[config.mk]
export PLATFORM = sky130hd
export DESIGN_NAME = alu4_pipe
export DESIGN_NICKNAME = d
export VERILOG_FILES = /design/src/rtl/alu4_pkg.sv /design/src/rtl/alu4_pipe_full_adder.sv /design/src/rtl/alu4_pipe.sv
export SDC_FILE = /design/constraint.sdc
export NUM_CORES = 1
export LEC_CHECK = 0
export CAP_MARGIN = 15
export CORE_MARGIN = 2
export CORE_UTILIZATION = 40
export CTS_CLUSTER_DIAMETER = 60
export DETAILED_ROUTE_END_ITERATION = 6
export GPL_ROUTABILITY_DRIVEN = 0
export PLACE_DENSITY_LB_ADDON = 0.2
export SLEW_MARGIN = 20
export SYNTH_ARGS = -nofsm -noshare
export SYNTH_HDL_FRONTEND = slang
export SYNTH_SLANG_ARGS = --single-unit
[constraint.sdc]
create_clock -name clk -period 8.3 [get_ports clk]
set_clock_uncertainty 0.2 [all_clocks]
set_input_delay 0.83 -clock clk [delete_from_list [all_inputs] [get_ports clk]]
set_output_delay 0.83 -clock clk [all_outputs]
set_load 0.005 [all_outputs]
[src/rtl/alu4_pkg.sv]
// Shared constants for the pipelined bit-sliced ALU: width and opcodes.
package alu4_pkg;

    localparam int unsigned ALU_WIDTH = 4;
    localparam int unsigned OP_W      = 3;

    localparam logic [OP_W-1:0] OP_AND  = 3'b000;
    localparam logic [OP_W-1:0] OP_OR   = 3'b001;
    localparam logic [OP_W-1:0] OP_NAND = 3'b010;
    localparam logic [OP_W-1:0] OP_NOR  = 3'b011;
    localparam logic [OP_W-1:0] OP_XOR  = 3'b100;
    localparam logic [OP_W-1:0] OP_XNOR = 3'b101;
    localparam logic [OP_W-1:0] OP_ADD  = 3'b110;
    localparam logic [OP_W-1:0] OP_SUB  = 3'b111;

endpackage

[src/rtl/alu4_pipe_full_adder.sv]
// 1-bit gate cells and the full-adder slice composed from them.

module not_gate (
    input  logic i_a,
    output logic o_y
);
    assign o_y = ~i_a;
endmodule

module and_gate (
    input  logic i_a,
    input  logic i_b,
    output logic o_y
);
    assign o_y = i_a & i_b;
endmodule

module or_gate (
    input  logic i_a,
    input  logic i_b,
    output logic o_y
);
    assign o_y = i_a | i_b;
endmodule

module nand_gate (
    input  logic i_a,
    input  logic i_b,
    output logic o_y
);
    assign o_y = ~(i_a & i_b);
endmodule

module nor_gate (
    input  logic i_a,
    input  logic i_b,
    output logic o_y
);
    assign o_y = ~(i_a | i_b);
endmodule

module xor_gate (
    input  logic i_a,
    input  logic i_b,
    output logic o_y
);
    assign o_y = i_a ^ i_b;
endmodule

module xnor_gate (
    input  logic i_a,
    input  logic i_b,
    output logic o_y
);
    assign o_y = ~(i_a ^ i_b);
endmodule

// One ripple-carry slice: S = A^B^Cin, Cout = A&B | Cin&(A^B).
module full_adder (
    input  logic A,
    input  logic B,
    input  logic Cin,
    output logic S,
    output logic Cout
);
    logic w_axb;
    logic w_ab;
    logic w_cp;

    xor_gate u_x1 (.i_a(A),     .i_b(B),     .o_y(w_axb));
    xor_gate u_x2 (.i_a(w_axb), .i_b(Cin),   .o_y(S));
    and_gate u_a1 (.i_a(A),     .i_b(B),     .o_y(w_ab));
    and_gate u_a2 (.i_a(Cin),   .i_b(w_axb), .o_y(w_cp));
    or_gate  u_o1 (.i_a(w_ab),  .i_b(w_cp),  .o_y(Cout));
endmodule

[src/rtl/alu4_pipe.sv]
// Two-stage valid/ready ALU: s1 captures operands, s2 computes and holds
// the result and flags until the consumer takes them. WIDTH must be >= 2.
module alu4_pipe
    import alu4_pkg::*;
#(
    parameter int unsigned WIDTH = ALU_WIDTH
) (
    input  logic             clk,
    input  logic             rst_n,
    input  logic             in_valid,
    output logic             in_ready,
    input  logic [WIDTH-1:0] A,
    input  logic [WIDTH-1:0] B,
    input  logic [OP_W-1:0]  op,
    output logic             out_valid,
    input  logic             out_ready,
    output logic [WIDTH-1:0] C,
    output logic             carry,
    output logic             zero,
    output logic             ovf
);

    logic             r_s1_valid;
    logic [WIDTH-1:0] r_a;
    logic [WIDTH-1:0] r_b;
    logic [OP_W-1:0]  r_op;

    logic             r_out_valid;
    logic [WIDTH-1:0] r_c;
    logic             r_carry;
    logic             r_zero;
    logic             r_ovf;

    logic             w_s2_free;
    logic             w_s1_load;
    logic             w_s2_load;

    logic             w_is_sub;
    logic             w_is_arith;
    logic [WIDTH-1:0] w_b_n;
    logic [WIDTH-1:0] w_b_add;
    logic [WIDTH:0]   w_cy;
    logic [WIDTH-1:0] w_sum;
    logic [WIDTH-1:0] w_and;
    logic [WIDTH-1:0] w_or;
    logic [WIDTH-1:0] w_nand;
    logic [WIDTH-1:0] w_nor;
    logic [WIDTH-1:0] w_xor;
    logic [WIDTH-1:0] w_xnor;
    logic [WIDTH-1:0] w_result;
    logic             w_zero;
    logic             w_carry;
    logic             w_ovf;

    // Handshake: s2 can take a new item when empty or being drained.
    assign w_s2_free = !r_out_valid || out_ready;
    assign in_ready  = !r_s1_valid || w_s2_free;
    assign w_s1_load = in_valid && in_ready;
    assign w_s2_load = r_s1_valid && w_s2_free;

    // Stage 1: capture operands; payload holds whenever no new item loads.
    always_ff @(posedge clk) begin
        if (!rst_n) begin
            r_s1_valid <= 1'b0;
            r_a        <= '0;
            r_b        <= '0;
            r_op       <= '0;
        end else if (w_s1_load) begin
            r_s1_valid <= 1'b1;
            r_a        <= A;
            r_b        <= B;
            r_op       <= op;
        end else if (w_s2_load) begin
            r_s1_valid <= 1'b0;
        end
    end

    assign w_is_sub   = (r_op == OP_SUB);
    assign w_is_arith = (r_op == OP_ADD) || w_is_sub;
    assign w_b_add    = w_is_sub ? w_b_n : r_b;
    assign w_cy[0]    = w_is_sub;

    // Bit-sliced datapath: one gate-cell set and adder slice per bit.
    for (genvar g = 0; g < WIDTH; g++) begin : g_slice
        not_gate   u_not  (.i_a(r_b[g]),                 .o_y(w_b_n[g]));
        and_gate   u_and  (.i_a(r_a[g]), .i_b(r_b[g]),   .o_y(w_and[g]));
        or_gate    u_or   (.i_a(r_a[g]), .i_b(r_b[g]),   .o_y(w_or[g]));
        nand_gate  u_nand (.i_a(r_a[g]), .i_b(r_b[g]),   .o_y(w_nand[g]));
        nor_gate   u_nor  (.i_a(r_a[g]), .i_b(r_b[g]),   .o_y(w_nor[g]));
        xor_gate   u_xor  (.i_a(r_a[g]), .i_b(r_b[g]),   .o_y(w_xor[g]));
        xnor_gate  u_xnor (.i_a(r_a[g]), .i_b(r_b[g]),   .o_y(w_xnor[g]));
        full_adder u_fa (
            .A    (r_a[g]),
            .B    (w_b_add[g]),
            .Cin  (w_cy[g]),
            .S    (w_sum[g]),
            .Cout (w_cy[g+1])
        );
    end

    // Result select by registered opcode.
    always_comb begin
        w_result = '0;
        case (r_op)
            OP_AND:  w_result = w_and;
            OP_OR:   w_result = w_or;
            OP_NAND: w_result = w_nand;
            OP_NOR:  w_result = w_nor;
            OP_XOR:  w_result = w_xor;
            OP_XNOR: w_result = w_xnor;
            OP_ADD:  w_result = w_sum;
            OP_SUB:  w_result = w_sum;
            default: w_result = '0;
        endcase
    end

    // Flags: adder flags only meaningful for ADD/SUB; zero for every op.
    assign w_zero  = ~(|w_result);
    assign w_carry = w_is_arith & w_cy[WIDTH];
    assign w_ovf   = w_is_arith & (w_cy[WIDTH] ^ w_cy[WIDTH-1]);

    // Stage 2: load a computed result, or retire the held one when taken.
    always_ff @(posedge clk) begin
        if (!rst_n) begin
            r_out_valid <= 1'b0;
            r_c         <= '0;
            r_carry     <= 1'b0;
            r_zero      <= 1'b1;
            r_ovf       <= 1'b0;
        end else if (w_s2_load) begin
            r_out_valid <= 1'b1;
            r_c         <= w_result;
            r_carry     <= w_carry;
            r_zero      <= w_zero;
            r_ovf       <= w_ovf;
        end else if (out_ready) begin
            r_out_valid <= 1'b0;
        end
    end

    assign out_valid = r_out_valid;
    assign C         = r_c;
    assign carry     = r_carry;
    assign zero      = r_zero;
    assign ovf       = r_ovf;

endmodule

# Word-level counts from Yosys, hierarchy flattened
# Cells that the tools add are included.
# op_classes
mux	6
multipliers	0
shift	0
n_div	0
magnitude_cmp	0
n_addsub	0
eq_ne	7
n_bitwise	52
n_reduce_logical	12
# op_table
operator	n
one-hot mux 4 bit (7 select lines)	1
inverter 1 bit	17
AND 1 bit	14
bitwise XOR 1 bit	13
equality test 3 bit, second input constant	4
OR 1 bit	8
equality test 3 x 2 -> 1 bit, second input constant	2
two-way mux 1 bit	4
two-way mux 4 bit	1
nonzero test 2 bit	2
OR reduction 4 bit	1
equality test 3 x 1 -> 1 bit, second input constant	1
zero test 3 bit	1
logical OR 1 bit	3
logical AND 1 bit	2
zero test 1 bit	2
OR reduction 2 bit	1
# word_totals
latchBits	0
mem_count	0
output_inout_bits	9
ff_bits	20
word_cells	86
romBits	0
inputBits	15
ram_bits	0

# Longest topological paths before layout
# Gate-level depths: netlist of the first run.
# logic_depth
word_depth	13
depth_mapped	10
mapped_depth_nobuf	9

# Modules after synthesis
# A second synthesis of the first run with hierarchy kept.
# hier_totals
hier_cells	177
hier_area_um2	1458.9
# modules_own_cells
mod	area_each_um2	n_inst	seq_area_each_um2	cells_per_inst
alu4_pipe	1148.6	1	400.4	129
xor_gate	8.8	12	0.0	1
and_gate	6.3	12	0.0	1
or_gate	6.3	8	0.0	1
xnor_gate	8.8	4	0.0	1
nand_gate	3.8	4	0.0	1
nor_gate	3.8	4	0.0	1
not_gate	3.8	4	0.0	1

# Least setup slack after synthesis of the first run
# OpenSTA, ideal clock, no wires.
# synth_path
path_kind	flip-flop to flip-flop
startpoint	register r_op[1]
endpoint	register r_zero, in the netlist zero
t_arrival_ns	2.850
t_required_ns	8.004
n_path_buf	1
stages_incl_launch_ff	11
setup_time_ns	0.096
path_slack_ns	5.154
period_less_slack_ns	3.146
cell_sequence	dfxtp_1 > buf_4 > nand3_1 > xnor2_1 > fa_1 > fa_1 > fa_1 > nand2b_1 > o211ai_2 > o311ai_2 > o41ai_2
# synth_between
elab_chain_cells	13
elab_cells_between_ends	30
cone_classes	eq/ne (7); mux (2); bitwise (18); reduce/logical (3)
# synth_lines
item	line	rtl
start: declaration	alu4_pipe.sv:26	logic [OP_W-1:0] r_op;
start signal: assignment	alu4_pipe.sv:72	r_op <= op;
equality test 3 bit	alu4_pipe.sv:78, alu4_pipe.sv:104	
two-way mux 4 bit	alu4_pipe.sv:80	assign w_b_add = w_is_sub ? w_b_n : r_b;
bitwise XOR 1 bit	alu4_pipe_full_adder.sv:47	assign o_y = i_a ^ i_b;
AND 1 bit	alu4_pipe_full_adder.sv:15	assign o_y = i_a & i_b;
OR 1 bit	alu4_pipe_full_adder.sv:23	assign o_y = i_a | i_b;
AND 1 bit	alu4_pipe_full_adder.sv:15	
OR 1 bit	alu4_pipe_full_adder.sv:23	
AND 1 bit	alu4_pipe_full_adder.sv:15	
OR 1 bit	alu4_pipe_full_adder.sv:23	
bitwise XOR 1 bit	alu4_pipe_full_adder.sv:47	
one-hot mux 4 bit (7 select lines) *	alu4_pipe.sv:104	case (r_op)
OR reduction 4 bit *	alu4_pipe.sv:118	assign w_zero = ~(|w_result);
inverter 1 bit *	alu4_pipe.sv:118	
end signal: assignment	alu4_pipe.sv:134	r_zero <= w_zero;
end: declaration	alu4_pipe.sv:31	logic r_zero;
# Every way passes the cells marked *; elsewhere a longest branch is shown, timed or not.
# A chain may end at the register's enable or synchronous reset.

# Worst setup path after layout of the first run
# Ends and elaborated chain as after synthesis.

==> flow_metrics.tcl, run 1 <==
set metrics [dict create \
    htreeDepth 1 \
    numCtsBuffers 3 \
    final-setup-viol-count 0 \
    status "finished, final reports clean" \
    synth_async_sr_flop_share_pct 0 \
    rsz0062_at_grt "no" \
    yosysMostFrequentCell "dfxtp_1" \
    fin_setup_tns_ns 0 \
    dr.pass1.iters 4 \
    drv_slew 0 \
    hold_depth 2 \
    p_leak_nw 0.6550 \
    rr_startpoint "r_op[1]" \
    final_util_pct 51.15 \
    grt.overflow.total 0 \
    clock_latency_ns 0.30 \
    synth_mux_area_share_pct 3.242 \
    synth_edf_count 0 \
    crit_path_start_kind "flop" \
    holdBufCountCts 0 \
    synth_compound_area_share_pct 18.17 \
    syn_nets 173 \
    crit_type "reg -> reg" \
    clock_path_buffers 2 \
    totalWireLength_um 2382 \
    min_from "ovf" \
    drv_cap 0 \
    gr-usage-all-layers_pct 14.38 \
    core_region_area_um2 3053 \
    yosysTopAreaCell "dfxtp_1" \
    post-route-period-util_pct 45.67 \
    path_max_fanout 21 \
    crit_path_start "r_op[1]" \
    cts_tree "yes" \
    clk_pin_slew_ns 0.12 \
    grt_pass1_vias 895 \
    layout_min_cycle_time_ns 3.791 \
    cellPowerDensity_nw_per_um2 147.3 \
    synth_warnings 0 \
    start_util_pct 41.72 \
    cts_sinks 20 \
    drc_errors 0 \
    synth_cells 147 \
    wl_per_cell_um 11.34 \
    rows 20 \
    hold_viol 0 \
    ios 24 \
    crit_arrival_ns 3.80 \
    rrSetupSlack_ns 4.51 \
    maxSlewHeadroom_pct 50.01 \
    cts_resized 0 \
    die_w_um 60.43 \
    netlist_area_um2 1274 \
    layout.nets 193 \
    die_area_um2 3652 \
    netlist.area_leader.share_pct 31.43 \
    synth_area_leaders "dfxtp_1, ha_1, a21oi_1, nand2_1, fa_1" \
    reg2regPathDepth 9 \
    synth_top_family_by_area "simple AND/OR/NAND/NOR gates" \
    postRouteAntennaNets 0 \
    syn_area_per_cell_um2 8.665 \
    max_clock_freq_mhz 263.8 \
    post-cts-setup-buffers 0 \
    synth_fa_ha_area_share_pct 12.57 \
    antenna_cells 0 \
    vias 1028 \
    tightest_slew_ns 0.7489 \
    syn_to_final_growth_pct 22.59 \
    die_h_um 60.43 \
    critPathRequiredTime_ns 8.31 \
    yosysSeqAreaShare_pct 31.43 \
    synth_xor_area_share_pct 7.564 \
    root_buffer "clkbuf_4" \
    synth_top_cells_by_count "dfxtp_1, nand2_1, a21oi_1" \
    synthFlopType "dfxtp_1" \
    drive_gt1_share_pct 5.422 \
    port_buffers 23 \
    ys_ff_latch 20 \
    vdd_drop_max_uv 90.99 \
    antenna_found_initial 0 \
    cp-end-kind "flop" \
    holdPathEnd "ovf" \
    post-dp-hpwl_um 1855 \
    worst_r2r_endpoint "zero" \
    synthDistinctLibCells 36 \
    fill_cells 309 \
    viasPerCell 4.895 \
    grt_pass1_wl_um 4036 \
    synth-simple-area-share_pct 19.25 \
    grt_max_degree 22 \
    drt_iter0_markers 16 \
    min_path_type "reg -> reg" \
]
[report_power, final]
group / switching [W] / internal (W) / total, W
sequential: 0.00000749 / 0.000101 / 0.000109
clock: 0.0000296 / 0.0000488 / 0.0000784
combinational: 0.0000191 / 0.0000236 / 0.0000428
[logic make-up (layout without fill, tap and decap cells)]
family                   Yosys count  count (layout)
AND/OR/NAND/NOR                   48              48
AO/OA/AOI/OAI                     32              32
flip-flops                        20              20
buffers and inverters             21              40
XOR/XNOR                          11              11
adder cells (fa/ha/maj)           11              11
multiplexers                       4               4
[layout by cell type (no fill, tap or decap), types with 2 or more instances in the layout]
cell type / n
o211ai_2: 2
mux2i_1: 3
xnor2_1: 5
o21ai_0: 2
nand4_1: 3
dfxtp_1: 20
clkbuf_4: 3
o211a_1: 3
xor2_1: 6
inv_1: 12
fa_1: 3
nand2b_1: 7
o211ai_1: 2
nand2_1: 18
clkdlybuf4s50_1: 23
nand3_1: 12
a21oi_1: 17
nand3b_1: 3
ha_1: 8
[worst max-delay path, stage by stage, from the launching register on]
cell	delay, ns
dfxtp_1	0.82
nand3_1	0.31
xnor2_1	0.22
fa_1	0.46
fa_1	0.46
fa_1	0.47
nand2b_1	0.16
o211ai_2	0.11
o311ai_2	0.14
o41ai_2	0.35
[worst max-delay path by stage]
stage	endpoint	slack (ns)	cells past startpoint
global route	zero	4.31	9
floorplan	zero	5.15	10
finish	zero	4.51	9
detailed placement	zero	4.55	9
CTS	zero	4.50	9
global placement	zero	4.67	9
[final cells by class]
type	instances	area [µm²]	share of cell area, %
sequential	20	400.4	25.64
clock inverter	1	30.03	1.923
inverter	13	48.80	3.125
multi-input combinational	106	774.5	49.60
clock buffer	3	22.52	1.442
tap	44	55.05	3.526
timing repair buffer	23	230.2	14.74
[per-stage QoR]
stage / std cells / hold WS, ns / total power [W] / setup slack (ns) / area [µm²]
after detailed placement: 206 / 0.2498 / 0.0001541 / 4.552 / 1509
after global routing: 210 / 0.2875 / 0.0002418 / 4.308 / 1562
after global placement: 206 / 0.2415 / 0.0001526 / 4.671 / 1509
final: 210 / 0.2637 / 0.0002299 / 4.509 / 1562
after floorplan: 147 / 0.2476 / 0.0001384 / 5.154 / 1274
after CTS: 210 / 0.2670 / 0.0002322 / 4.504 / 1562
[sequential cells by signal, summed over array words and instances, names as in the netlist]
register    flops
C               4
r_a             4
r_b             4
r_op            3
carry           1
out_valid       1
ovf             1
r_s1_valid      1
zero            1
[per-layer routing]
metal,GRT usage [%],up-vias,wire [µm]
li1,-,536,-
met1,19.16,472,1177
met2,23.14,18,1100
met3,2.985,2,85
met4,5.280,0,19
met5,0,-,0
No activity file was read; power rests on OpenSTA's default activity.
==> run 2, diff against run 1 <==
clock period = 3.2 ns   (was 8.3 ns; I/O delays follow)
==> flow_metrics.tcl, run 2 (same netlist as run 1, synthesis figures left out) <==
set metrics [dict create \
    status "finished, final reports clean" \
    rrSetupSlack_ns 0.15 \
    crit_type "reg -> reg" \
    crit_path_start_kind "flop" \
    grt.overflow.total 0 \
    grt_max_degree 21 \
    htreeDepth 1 \
    slowest_stage "fa_1" \
    hold_depth 2 \
    drv_cap 0 \
    drv_slew 0 \
    ios 24 \
    maxSlewHeadroom_pct 68.82 \
    critPathTopFamily "adder cells" \
    numCtsBuffers 3 \
    root_buffer "clkbuf_4" \
    worst_r2r_endpoint "zero" \
    clock_path_buffers 2 \
    die_area_um2 3652 \
    layout.nets 197 \
    rows 20 \
    gr-usage-all-layers_pct 15.94 \
    rsz0062_at_grt "no" \
    port_buffers 23 \
    drc_errors 0 \
    placed_area_um2 1539 \
    post-cts-setup-buffers 0 \
    holdPathEnd "carry" \
    holdBufCountCts 0 \
    vdd_drop_max_uv 192.2 \
    cts_tree "yes" \
    cpMostUsedCell "fa_1" \
    dr.pass1.iters 4 \
    start_util_pct 41.72 \
    max_clock_freq_mhz 328.1 \
    drive_gt1_share_pct 8.235 \
    vias 1065 \
    post-dp-hpwl_um 1972 \
    grt_pass1_wl_um 4257 \
    cellPowerDensity_nw_per_um2 344.7 \
    totalWireLength_um 2533 \
    hold_slack_ns 0.2650 \
    clk_pin_slew_ns 0.11 \
    post-route-period-util_pct 95.26 \
    tightest_slew_ns 0.4648 \
    rr_startpoint "r_op[1]" \
    cts_sinks 20 \
    antenna_cells 0 \
    die_h_um 60.43 \
    final-setup-viol-count 0 \
    core_region_area_um2 3053 \
    critPathRequiredTime_ns 3.22 \
    syn_to_final_growth_pct 24.07 \
    clock_latency_ns 0.31 \
    postRouteAntennaNets 0 \
    antenna_found_initial 0 \
    layout_commonest_cell "clkdlybuf4s50_1" \
    crit_arrival_ns 3.07 \
    fin_area_um2 1580 \
    fin_setup_tns_ns 0 \
    path_max_fanout 4 \
    crit_chain "nand3_2, xnor2_1, fa_1, fa_1, fa_1, nand2b_1, o211ai_2, o311ai_2, o41ai_2" \
    final_cell_mix "clkdlybuf4s50_1, dfxtp_1, nand2_1" \
    grt_pass1_vias 955 \
    wl_per_cell_um 11.84 \
    fill_cells 299 \
    dpl_worst_slack_ns 0.09022 \
    min_from "carry" \
    drt_iter0_markers 28 \
    slowest_delay_ns 0.46 \
    reg2regPathDepth 9 \
    p_total_w 0.0005448 \
    hold_viol 0 \
    fin_ws_ns 0.1517 \
    die_w_um 60.43 \
    p_leak_nw 0.6681 \
    layout_min_cycle_time_ns 3.048 \
    cp.buffers_inverters 0 \
    min_path_type "reg -> reg" \
    cp-end-kind "flop" \
    cts_resized 0 \
    viasPerCell 4.977 \
]
## run 2: cell types whose count changed in the layout (fill, tap and decap cells not counted), sizes merged
cell	previous run	this run
buf	0	4
bufinv	1	0
clkbuf	3	4
## run 2: tightest hold or removal path: stages, from the launching register on
cell     delay, ns
dfxtp_1       0.33
nand2_1       0.05
a21oi_1       0.05
## run 2: how the worst max path moves through the flow
stage / from / end / depth (start not counted)
global placement: r_op[1] / zero / 9
detailed placement: r_op[1] / zero / 9
finish: r_op[1] / zero / 9
global route: r_op[0] / zero / 9
floorplan: r_op[1] / zero / 10
CTS: r_op[1] / zero / 9
## run 2: where the power goes
| group | leakage, nW | switching, W | internal [W] |
|---|---|---|---|
| combinational | 0.483 | 0.0000593 | 0.0000641 |
| clock | 0.0210 | 0.0000775 | 0.0000695 |
| sequential | 0.164 | 0.0000115 | 0.000263 |
| total | 0.668 | 0.000148 | 0.000396 |
## run 2: final cells by class
class | instances | area, µm² | share of cell area, %
Sequential cell | 20 | 400.4 | 25.34
Timing Repair Buffer | 27 | 260.3 | 16.47
Tap cell | 44 | 55.05 | 3.484
Inverter | 13 | 48.80 | 3.088
Clock buffer | 4 | 36.28 | 2.296
Multi-Input combinational cell | 106 | 779.5 | 49.33
## run 2: through the flow
step	instances	util, %
after floorplan	147	-
after global placement	210	50.41
after detailed placement	210	50.41
after CTS	214	51.60
after global routing	214	51.76
final	214	51.76
## run 2: metal layers
layer  track usage, %  wire (µm)
met4            9.317         59
met2            25.93       1200
met1            19.21       1185
met5                0          0
met3            3.838         87
==> RTL edit: new RTL, flow settings as in run 2 <==
Reset style: asynchronous (`rst_n`), changed in 2 clocked blocks.
--- a/src/rtl/alu4_pipe.sv
+++ b/src/rtl/alu4_pipe.sv
@@ -59,7 +59,7 @@
     assign w_s2_load = r_s1_valid && w_s2_free;
 
     // Stage 1: capture operands; payload holds whenever no new item loads.
-    always_ff @(posedge clk) begin
+    always_ff @(posedge clk or negedge rst_n) begin
         if (!rst_n) begin
             r_s1_valid <= 1'b0;
             r_a        <= '0;
@@ -120,7 +120,7 @@
     assign w_ovf   = w_is_arith & (w_cy[WIDTH] ^ w_cy[WIDTH-1]);
 
     // Stage 2: load a computed result, or retire the held one when taken.
-    always_ff @(posedge clk) begin
+    always_ff @(posedge clk or negedge rst_n) begin
         if (!rst_n) begin
             r_out_valid <= 1'b0;
             r_c         <= '0;
Formal check against the unedited RTL: differs if rst_n is asserted again (counterexample within 4 cycles, from zero or initial values and one cycle with rst_n low); with rst_n held inactive, the same outputs for 10 cycles.
==> RTL edit against run 2 <==
Utilization increased by 0.51 points; fmax increased by 1.6%; routed wire length decreased by 9.7%; area after synthesis decreased by 0.20%; design area increased by 0.16%; sequential cell count unchanged; count of clock-buffer cells in the layout unchanged; via count decreased by 15%; worst setup slack improved by 49 ps.
Power is not compared: it rests on default switching activity, and its combinational part moved more than twofold at a synthesized area within 25%.
==> RTL edit: results (changes against run 2) <==
status finished clean (unchanged); GRT Total Usage 14.65% (was 15.94%); number of global-route vias before repair 903 (was 955); met1 wire length 1002 um (was 1185 um); post-synthesis compound-gate area fraction 10.33% (was 18.17%); worst r2r path cells 9 (unchanged); Peak VDD IR ~0.2 mV; Avg Vias per Cell 4.813 (was 4.977); DR WL met3 94 um (was 87 um); largest cells by area after synthesis dfrtp_1 37%, mux2_2 11%, ha_1 7.9%, xnor2_1 4.8%, fa_1 4.7% (was dfxtp_1 31%, ha_1 7.9%, a21oi_1 6.7%, nand2_1 5.3%, fa_1 4.7%); share of cells above drive strength 1 17.48% (was 8.235%); Root Buffer clkbuf_4 (unchanged); top cells by count, synth 19 x dfrtp_1, 12 x mux2_2, 10 x nand2_1 (was 20 x dfxtp_1, 18 x nand2_1, 17 x a21oi_1); Seq/Total Area, Yosys 39.47% (was 31.43%); reg-to-reg critical path startpoint r_op[0] (was r_op[1]); initial antenna violation count 0 (unchanged); Synth Area in XOR/XNOR 5.512% (was 7.564%); hold endpoint carry (unchanged); Syn Nets 144 (was 173); post-synthesis mux area share 13.09% (was 3.242%); clk slew on worst S/H paths roughly 120 ps; WHS Path Cells 2 (unchanged); area leader, netlist dfrtp_1 (was dfxtp_1); Unique masters post-synth 33 (was 36); Post-Synth Adder-Cell Area 12.60% (was 12.57%); hpwl dp 1803 um (was 1972 um); met2 wire len 1182 um (was 1200 um); Yosys warning total 0 (unchanged); ys async rst share 100.0% (was 0%); Slew @ Worst Pin 902.5 ps (was 464.8 ps); DRT iter0 DRCs 21 (was 28); DRT Wirelength 2288 um (was 2533 um); Fillers 286 (was 299); min-delay src carry (unchanged); critical path arrival 3020 ps (was 3070 ps); post-CTS setup buffers 0 (unchanged); Int Power between 500 and 600 uW; Setup Slack @ Placement 127.5 ps (was 90.22 ps); highest metal used met4 (unchanged); fin nets 170 (was 197); H-Tree Depth 1 (unchanged); I/O Buffers 23 (unchanged); first-pass GRT wire length 3974 um (was 4257 um); R2R Setup Slk 200 ps (was 150 ps); Worst R2R End zero (unchanged)
==> RTL edit: changes by cell type after synthesis, sizes merged, moves of 3 or more <==
cell	delta
clkbuf	-3
dfxtp	-20
nand4	-3
inv	-3
o211a	-3
a21oi	-15
nand3	-9
mux2	+12
xor2	-5
dfrtp	+19
nand2	-7
o21ai	+4
==> RTL edit: how the worst max path moves through the flow <==
stage	startpoint	to	slack, ps	cells past startpoint
after global placement	r_op[2]	zero	230	9
after global routing	r_op[2]	zero	20	9
after detailed placement	r_op[2]	zero	130	9
final	r_op[0]	zero	200	9
after floorplan	r_op[2]	zero	50	11
after CTS	r_op[2]	zero	100	9
==> RTL edit: routing by layer <==
metal	GRT usage (%)	up-vias
li1	-	447
met1	17.41	432
met3	2.345	2
met2	26.55	19
met4	5.397	0
met5	0	-
==> RTL edit: what timing repair did <==
item | CTS | global route
setup endpoints to repair | 0 | 1
gates resized for setup | 0 | 2
hold endpoints to repair | 0 | 0
==> RTL edit: critical path, stage by stage (launching register included) <==
cell and delay [ps]:
dfrtp_1 380, nand3_2 130, xnor2_1 180, fa_1 450
fa_1 460, fa_1 460, and2_1 140, o21ai_0 140
nand3b_1 120, o31ai_2 260
==> RTL edit: per-stage QoR <==
step           cells  instance area [um^2]  hold slack (ps)  total power, mW  utilization [%]
2_1_floorplan    118                  1271           -175.6           0.5919                -
3_3_place_gp     183                  1536            263.3           0.7126            50.74
3_5_place_dp     183                  1536            273.8           0.7272            50.74
4_1_cts          187                  1573            296.0           0.8785            51.94
5_1_grt          187                  1583            320.8           0.9426            52.27
6_report         187                  1583            292.2           0.8710            52.27
==> RTL edit: power groups by stage <==
stage	clock network (mW)	logic [mW]	registers (mW)
detailed placement	0	0.374	0.353
global placement	0	0.365	0.348
CTS	0.154	0.377	0.348
finish	0.149	0.374	0.348
floorplan	0	0.243	0.348
global route	0.165	0.422	0.356
==> RTL edit: area by class of cell <==
class	instances	area (um^2)	share of cell area [%]
sequential	20	501.7	31.70
multi-input combinational	84	703.2	44.43
clock buffer	4	36.28	2.292
inverter	9	33.78	2.134
timing repair buffer	26	252.7	15.97
tap	44	55.05	3.478
==> RTL edit: cells by family (layout without fill, tap and decap cells) <==
| family | count (synthesis) | count (layout) |
|---|---|---|
| AO/OA/AOI/OAI | 19 | 19 |
| flip-flops | 20 | 20 |
| buffers and inverters | 14 | 39 |
| multiplexers | 15 | 15 |
| AND/OR/NAND/NOR | 31 | 31 |
| XOR/XNOR | 8 | 8 |
| adder cells (fa/ha/maj) | 11 | 11 |
